`src/rtl/irq_request_latch_pkg.sv`:
```
// pic_pkg: shared constants and the lowest-index priority helper for irq_request_latch.
package pic_pkg;

    localparam int   NUM_IRQ_DEF = 8;
    localparam logic MODE_EDGE   = 1'b0;
    localparam logic MODE_LEVEL  = 1'b1;

    typedef struct packed {
        logic       valid;
        logic [4:0] idx;
    } prio_t;

    // Scans from the top so the last hit, and therefore the winner, is the lowest index.
    function automatic prio_t prio_lowest_idx(input logic [31:0] vec);
        prio_t r;
        r = '0;
        for (int i = 31; i >= 0; i--) begin
            if (vec[i]) begin
                r.valid = 1'b1;
                r.idx   = 5'(i);
            end
        end
        return r;
    endfunction

endpackage

```
`src/rtl/irq_request_latch_if.sv`:
```
// irq_request_latch_if: request/mask/ack bus between the PIC control logic and irq_request_latch.
interface irq_request_latch_if #(
    parameter int NUM_IRQ = pic_pkg::NUM_IRQ_DEF,
    parameter int IDX_W   = $clog2(NUM_IRQ)
);
    logic [NUM_IRQ-1:0] ir_in;
    logic               level_or_edge_flag;
    logic [NUM_IRQ-1:0] mask;
    logic               init_clr;
    logic               ack_valid;
    logic [IDX_W-1:0]   ack_idx;
    logic [NUM_IRQ-1:0] irr;
    logic               req_valid;
    logic [IDX_W-1:0]   req_idx;

    modport master (
        output ir_in, level_or_edge_flag, mask, init_clr, ack_valid, ack_idx,
        input  irr, req_valid, req_idx
    );

    modport slave (
        input  ir_in, level_or_edge_flag, mask, init_clr, ack_valid, ack_idx,
        output irr, req_valid, req_idx
    );
endinterface

```
`src/rtl/irq_request_latch_channel.sv`:
```
// irq_channel: one request bit with edge history; optional input synchronizer via IRQ_INPUT_SYNC_EN.
module irq_channel
    import pic_pkg::*;
(
    input  logic clk,
    input  logic rst_n,
    input  logic i_init_clr,
    input  logic i_level,
    input  logic i_ir,
    input  logic i_ack,
    output logic o_irr
);
    logic w_ir;
    logic w_next;
    logic r_prev;
    logic r_irr;

`ifdef IRQ_INPUT_SYNC_EN
    logic [1:0] r_sync;

    always_ff @(posedge clk) begin
        r_sync <= !rst_n ? 2'b00 : {r_sync[0], i_ir};
    end

    assign w_ir = r_sync[1];
`else
    assign w_ir = i_ir;
`endif

    // A low line drops the request in both modes; ack beats any set.
    assign w_next = (i_ack || !w_ir) ? 1'b0 :
                    (i_level == MODE_LEVEL) ? 1'b1 : (r_irr || !r_prev);

    always_ff @(posedge clk) begin
        if (!rst_n || i_init_clr) begin
            r_irr  <= 1'b0;
            r_prev <= 1'b1;
        end else begin
            r_irr  <= w_next;
            r_prev <= w_ir;
        end
    end

    assign o_irr = r_irr;
endmodule

```
`src/rtl/irq_request_latch.sv`:
```
// irq_request_latch: PIC request register with masking and registered lowest-index priority.
// Optional IRQ_INPUT_SYNC_EN adds a 2-flop synchronizer on every request line.
module irq_request_latch
    import pic_pkg::*;
#(
    parameter int NUM_IRQ = NUM_IRQ_DEF,
    parameter int IDX_W   = $clog2(NUM_IRQ)
) (
    input logic                clk,
    input logic                rst_n,
    irq_request_latch_if.slave bus
);
    logic [NUM_IRQ-1:0] w_irr;
    logic [NUM_IRQ-1:0] w_ack;
    logic [NUM_IRQ-1:0] w_req;
    prio_t              w_prio;
    logic               r_req_valid;
    logic [IDX_W-1:0]   r_req_idx;

    // Out-of-range ack_idx matches no channel and is therefore ignored.
    for (genvar i = 0; i < NUM_IRQ; i++) begin : g_ch
        assign w_ack[i] = bus.ack_valid && (bus.ack_idx == IDX_W'(i));
        irq_channel u_ch (
            .clk        (clk),
            .rst_n      (rst_n),
            .i_init_clr (bus.init_clr),
            .i_level    (bus.level_or_edge_flag),
            .i_ir       (bus.ir_in[i]),
            .i_ack      (w_ack[i]),
            .o_irr      (w_irr[i])
        );
    end

    assign w_req  = w_irr & ~bus.mask;
    assign w_prio = prio_lowest_idx(32'(w_req));

    always_ff @(posedge clk) begin
        if (!rst_n) begin
            r_req_valid <= 1'b0;
            r_req_idx   <= '0;
        end else begin
            r_req_valid <= w_prio.valid;
            r_req_idx   <= IDX_W'(w_prio.idx);
        end
    end

    assign bus.irr       = w_irr;
    assign bus.req_valid = r_req_valid;
    assign bus.req_idx   = r_req_idx;
endmodule

```
`src/flat_wrapper.sv`:
```
// flat-port wrapper written by rule: the top's interface ports become plain ports
module irq_request_latch_flat import pic_pkg::*;
#(
    parameter int NUM_IRQ = NUM_IRQ_DEF,
    parameter int IDX_W   = $clog2(NUM_IRQ)
)
  (clk, rst_n, bus_ir_in, bus_level_or_edge_flag, bus_mask, bus_init_clr, bus_ack_valid, bus_ack_idx, bus_irr, bus_req_valid, bus_req_idx);
  irq_request_latch_if #(.NUM_IRQ(NUM_IRQ), .IDX_W(IDX_W)) bus_i ();
  input logic clk;
  input logic rst_n;
  input wire logic [$bits(bus_i.ir_in)-1:0] bus_ir_in;
  input wire logic [$bits(bus_i.level_or_edge_flag)-1:0] bus_level_or_edge_flag;
  input wire logic [$bits(bus_i.mask)-1:0] bus_mask;
  input wire logic [$bits(bus_i.init_clr)-1:0] bus_init_clr;
  input wire logic [$bits(bus_i.ack_valid)-1:0] bus_ack_valid;
  input wire logic [$bits(bus_i.ack_idx)-1:0] bus_ack_idx;
  output wire logic [$bits(bus_i.irr)-1:0] bus_irr;
  output wire logic [$bits(bus_i.req_valid)-1:0] bus_req_valid;
  output wire logic [$bits(bus_i.req_idx)-1:0] bus_req_idx;
  assign bus_i.ir_in = bus_ir_in;
  assign bus_i.level_or_edge_flag = bus_level_or_edge_flag;
  assign bus_i.mask = bus_mask;
  assign bus_i.init_clr = bus_init_clr;
  assign bus_i.ack_valid = bus_ack_valid;
  assign bus_i.ack_idx = bus_ack_idx;
  assign bus_irr = bus_i.irr;
  assign bus_req_valid = bus_i.req_valid;
  assign bus_req_idx = bus_i.req_idx;
  irq_request_latch #(.NUM_IRQ(NUM_IRQ), .IDX_W(IDX_W)) u_core (.clk(clk), .rst_n(rst_n), .bus(bus_i));
endmodule
```
`config.mk`:
```
export PLATFORM = sky130hd
export DESIGN_NAME = irq_request_latch_flat
export DESIGN_NICKNAME = d
export VERILOG_FILES = /design/src/rtl/irq_request_latch_pkg.sv /design/src/rtl/irq_request_latch_if.sv /design/src/rtl/irq_request_latch_channel.sv /design/src/rtl/irq_request_latch.sv /design/src/flat_wrapper.sv
export SDC_FILE = /design/constraint.sdc
export NUM_CORES = 1
export LEC_CHECK = 0
export ABC_CLOCK_PERIOD_IN_PS = 2800
export CAP_MARGIN = 15
export CELL_PAD_IN_SITES_DETAIL_PLACEMENT = 1
export CELL_PAD_IN_SITES_GLOBAL_PLACEMENT = 1
export CORE_MARGIN = 3
export CORE_UTILIZATION = 32
export CTS_CLUSTER_DIAMETER = 40
export DETAILED_ROUTE_END_ITERATION = 16
export HOLD_SLACK_MARGIN = 0.02
export PLACE_DENSITY = 0.88
export SLEW_MARGIN = 20
export SYNTH_ARGS = -nofsm -noshare
export SYNTH_HDL_FRONTEND = slang
export SYNTH_SLANG_ARGS = --single-unit
```
`constraint.sdc`:
```
create_clock -name clk -period 2.8 [get_ports clk]
set_clock_uncertainty 0.2 [all_clocks]
set_input_delay 0.56 -clock clk [delete_from_list [all_inputs] [get_ports clk]]
set_output_delay 0.56 -clock clk [all_outputs]
set_load 0.05 [all_outputs]
```
==> impl_metrics.prom <==
# TYPE chip_impl_metric gauge
chip_impl_info{name="run_status",value="completed"} 1
chip_impl_metric{name="post_route_non_filler_standard_cell_count",unit=""} 150
chip_impl_metric{name="htree_levels",unit=""} 1
chip_impl_metric{name="timing.critical_path.arrival",unit="ns"} 1.53
chip_impl_metric{name="core",unit="um^2"} 2500
chip_impl_metric{name="nNetsFinal",unit=""} 145
chip_impl_metric{name="worst-endpoint-required",unit="ns"} 2.04
chip_impl_info{name="synth_top_flop_cell",value="dfxtp_1"} 1
chip_impl_metric{name="grt.total_usage",unit=""} 0.126
chip_impl_metric{name="routed_wl",unit="um"} 1930
chip_impl_info{name="post_synth_main_area_contributors",value="dfxtp_1 47%, nand2b_1 13%, buf_4 7.1%"} 1
chip_impl_metric{name="max_slew_margin",unit=""} 0.651
chip_impl_metric{name="dieArea",unit="um^2"} 3310
chip_impl_metric{name="overflow",unit=""} 0
chip_impl_metric{name="grt_first_pass_wirelength",unit="um"} 3150
chip_impl_metric{name="fmax",unit="GHz"} 0.437
chip_impl_metric{name="grt_start_max_net_pins",unit=""} 17
chip_impl_metric{name="clock_latency",unit="ns"} 0.31
chip_impl_metric{name="route.vias.total",unit=""} 719
chip_impl_metric{name="vias_in_the_first_global_route",unit=""} 747
chip_impl_metric{name="post_cts_hold_buffer_count",unit=""} 0
chip_impl_metric{name="hold-worst-slack",unit="ns"} 0.207
chip_impl_info{name="timing.critical_path.cells",value="clkdlybuf4s50_1"} 1
chip_impl_metric{name="buffer_ports.inserted",unit=""} 35
chip_impl_metric{name="report.final.slew_viol_count",unit=""} 0
chip_impl_info{name="worstHoldPathType",value="reg2reg"} 1
chip_impl_metric{name="netlist_instances",unit=""} 91
chip_impl_info{name="ctsRootBufferMaster",value="clkbuf_4"} 1
chip_impl_metric{name="final-hold-violation-count",unit=""} 0
chip_impl_metric{name="start_util",unit=""} 0.340
chip_impl_metric{name="worst-path-max-fanout",unit=""} 3
chip_impl_metric{name="ys.warnings.count",unit=""} 0
chip_impl_metric{name="first_pass_iters",unit=""} 3
chip_impl_metric{name="std_cell_rows",unit=""} 18
chip_impl_metric{name="cts.sink_count",unit=""} 20
chip_impl_metric{name="max-clock-path-buffers",unit=""} 2
chip_impl_metric{name="drt.antenna.violating_nets",unit=""} 0
chip_impl_metric{name="max-cap-violations",unit=""} 0
chip_impl_info{name="synth_area_leader",value="dfxtp_1"} 1
chip_impl_info{name="cell_at_the_slowest_stage_of_the_critical_path",value="clkdlybuf4s50_1"} 1
chip_impl_info{name="timing_worst_setup_path_type",value="reg2out"} 1
chip_impl_metric{name="layout_worst_path_cycle_share",unit=""} 0.816
chip_impl_info{name="critical_path.startpoint",value="u_core.g_ch[5].u_ch.o_irr"} 1
chip_impl_metric{name="routabilityCongestion",unit=""} 0.796
chip_impl_info{name="tritoncts",value="done"} 1
chip_impl_metric{name="post_dp_area",unit="um^2"} 1160
chip_impl_metric{name="max-vdd-ir-drop",unit="mV"} 0.251
chip_impl_metric{name="layout_min_cycle_time",unit="ns"} 2.29
chip_impl_info{name="start_point_of_the_worst_min_delay_path",value="u_core.g_ch[3].u_ch.r_prev"} 1
chip_impl_metric{name="drtIter0Drc",unit=""} 3
chip_impl_metric{name="mappedNetlistArea",unit="um^2"} 850
chip_impl_metric{name="netlist.area_leader.share",unit=""} 0.471
chip_impl_metric{name="crit_buf_inv",unit=""} 1
chip_impl_metric{name="areaGrowthSynthToFinish",unit="%"} 41.1
chip_impl_info{name="timing.critical_path.max_delay_family",value="buffers and inverters"} 1
chip_impl_metric{name="ys_seq_elements",unit=""} 20
chip_impl_metric{name="syn-num-nets",unit=""} 115
chip_impl_metric{name="post-dp-hpwl",unit="um"} 1630
chip_impl_metric{name="final_tns_setup",unit="ns"} 0
chip_impl_metric{name="synth_sequential_area_ratio",unit=""} 0.471
chip_impl_metric{name="die_w",unit="um"} 57.5
chip_impl_metric{name="timing.final.setup_violations",unit=""} 0
chip_impl_metric{name="cts_buffers",unit=""} 3
chip_impl_metric{name="cts.repair.resized",unit=""} 0
chip_impl_metric{name="drc",unit=""} 0
chip_impl_metric{name="synth-edff-count",unit=""} 0
chip_impl_metric{name="fraction_of_final_layout_cells_sized_beyond_drive_strength_1",unit=""} 0.0500
chip_impl_metric{name="die_y",unit="um"} 57.5
chip_impl_metric{name="syn-mean-instance-area",unit="um^2"} 9.34
chip_impl_metric{name="power.leakage",unit="nW"} 0.438
chip_impl_metric{name="cpPeakStageDelay",unit="ns"} 0.84
chip_impl_metric{name="post_cts_buffers",unit=""} 0
chip_impl_metric{name="timing_worst_slew_pin_value",unit="ns"} 0.521
chip_impl_metric{name="detailed_route_wire_length_per_cell",unit="um"} 12.8
chip_impl_metric{name="clkSlewWorstSetupHoldPaths",unit="ns"} 0.11
chip_impl_metric{name="antenna-diode-count",unit=""} 0
chip_impl_metric{name="grt_antenna_before_repair",unit=""} 0
chip_impl_info{name="rsz0062_at_grt",value="false"} 1
chip_impl_metric{name="io_pins",unit=""} 36
chip_impl_info{name="regToRegStartpoint",value="u_core.g_ch[3].u_ch.o_irr"} 1
chip_impl_metric{name="pwr_per_cell_area",unit="nW/um^2"} 484
chip_impl_metric{name="routed_via_density",unit=""} 4.79
chip_impl_info{name="yosysMostFrequentCell",value="dfxtp_1"} 1
chip_impl_metric{name="finalCoreUtilization",unit=""} 0.479
chip_impl_metric{name="place_inst",unit=""} 146
chip_impl_info{name="list_of_most_frequent_post_synthesis_cells",value="20 x dfxtp_1, 18 x nand2b_1, 9 x a21oi_1, 9 x nor2_1, 8 x buf_4"} 1
chip_impl_info{name="crit_path_start_kind",value="flip-flop"} 1
chip_impl_metric{name="synthArstFlopShare",unit=""} 0
chip_impl_info{name="critPathCaptureType",value="primary output"} 1
chip_impl_metric{name="design_area",unit="um^2"} 1200
chip_impl_metric{name="yosys.cell_types.count",unit=""} 21
[area by class of cell]
type	instances	area [um^2]
Tap cell	30	37.5
Fill cell	299	1300
Clock buffer	4	36.3
Multi-Input combinational cell	61	374
Sequential cell	20	400
Timing Repair Buffer	35	350
[final timing paths]
path	endpoint	slack [ns]	depth (start not counted)
worst max-delay path	bus_irr[5]	0.51	1
worst min-delay path	u_core.g_ch[3].u_ch.o_irr	0.21	1
worst max register to register	u_core.bus.req_valid	1.37	4
worst min register to register	u_core.g_ch[3].u_ch.o_irr	0.21	1
[per-layer routing]
metal	vias to the layer above	global-route usage	share of wire
met4	0	0.0695	0.019
met5	-	0	0
met1	334	0.126	0.39
met2	21	0.240	0.54
li1	359	-	-
met3	5	0.0204	0.053
[cell usage in the layout, fill, tap and decap left out, drive strengths merged, types with 2 or more instances in the layout]
cell / netlist / final
nor2b: 3 / 3
nor2: 9 / 9
clkdlybuf4s50: 0 / 35
nor3b: 2 / 2
nand3: 2 / 2
o211ai: 6 / 6
a21oi: 9 / 9
o311ai: 2 / 2
nand2: 2 / 2
clkbuf: 0 / 4
o21ai: 2 / 2
nand2b: 19 / 19
dfxtp: 20 / 20
[power breakdown]
part	leakage (nW)	switching, mW	internal [mW]
Combinational	0.253	0.0525	0.0545
Sequential	0.164	0.00475	0.296
Clock	0.0210	0.0925	0.0795
Total	0.438	0.150	0.430
[logic make-up after synthesis]
group | count (synthesis) | synth area share
DFF | 20 | 0.471
AOI/OAI and AO/OA | 20 | 0.147
and+or+nand+nor | 41 | 0.293
buffers and inverters | 10 | 0.0884
[state kept, by name (all words and copies together) (netlist names)]
| name | cells |
|---|---|
| u_core.bus.req_valid | 1 |
| u_core.bus.req_idx | 3 |
| u_core.g_ch.u_ch.r_prev | 8 |
| u_core.g_ch.u_ch.o_irr | 8 |
[per-stage QoR]
stage / power [mW] / setup slack (ns)
finish: 0.580 / 0.514
global route: 0.601 / 0.463
CTS: 0.582 / 0.494
detailed placement: 0.415 / 0.580
global placement: 0.412 / 0.670
floorplan: 0.366 / 1.21
(Power assumes the default switching activity.)
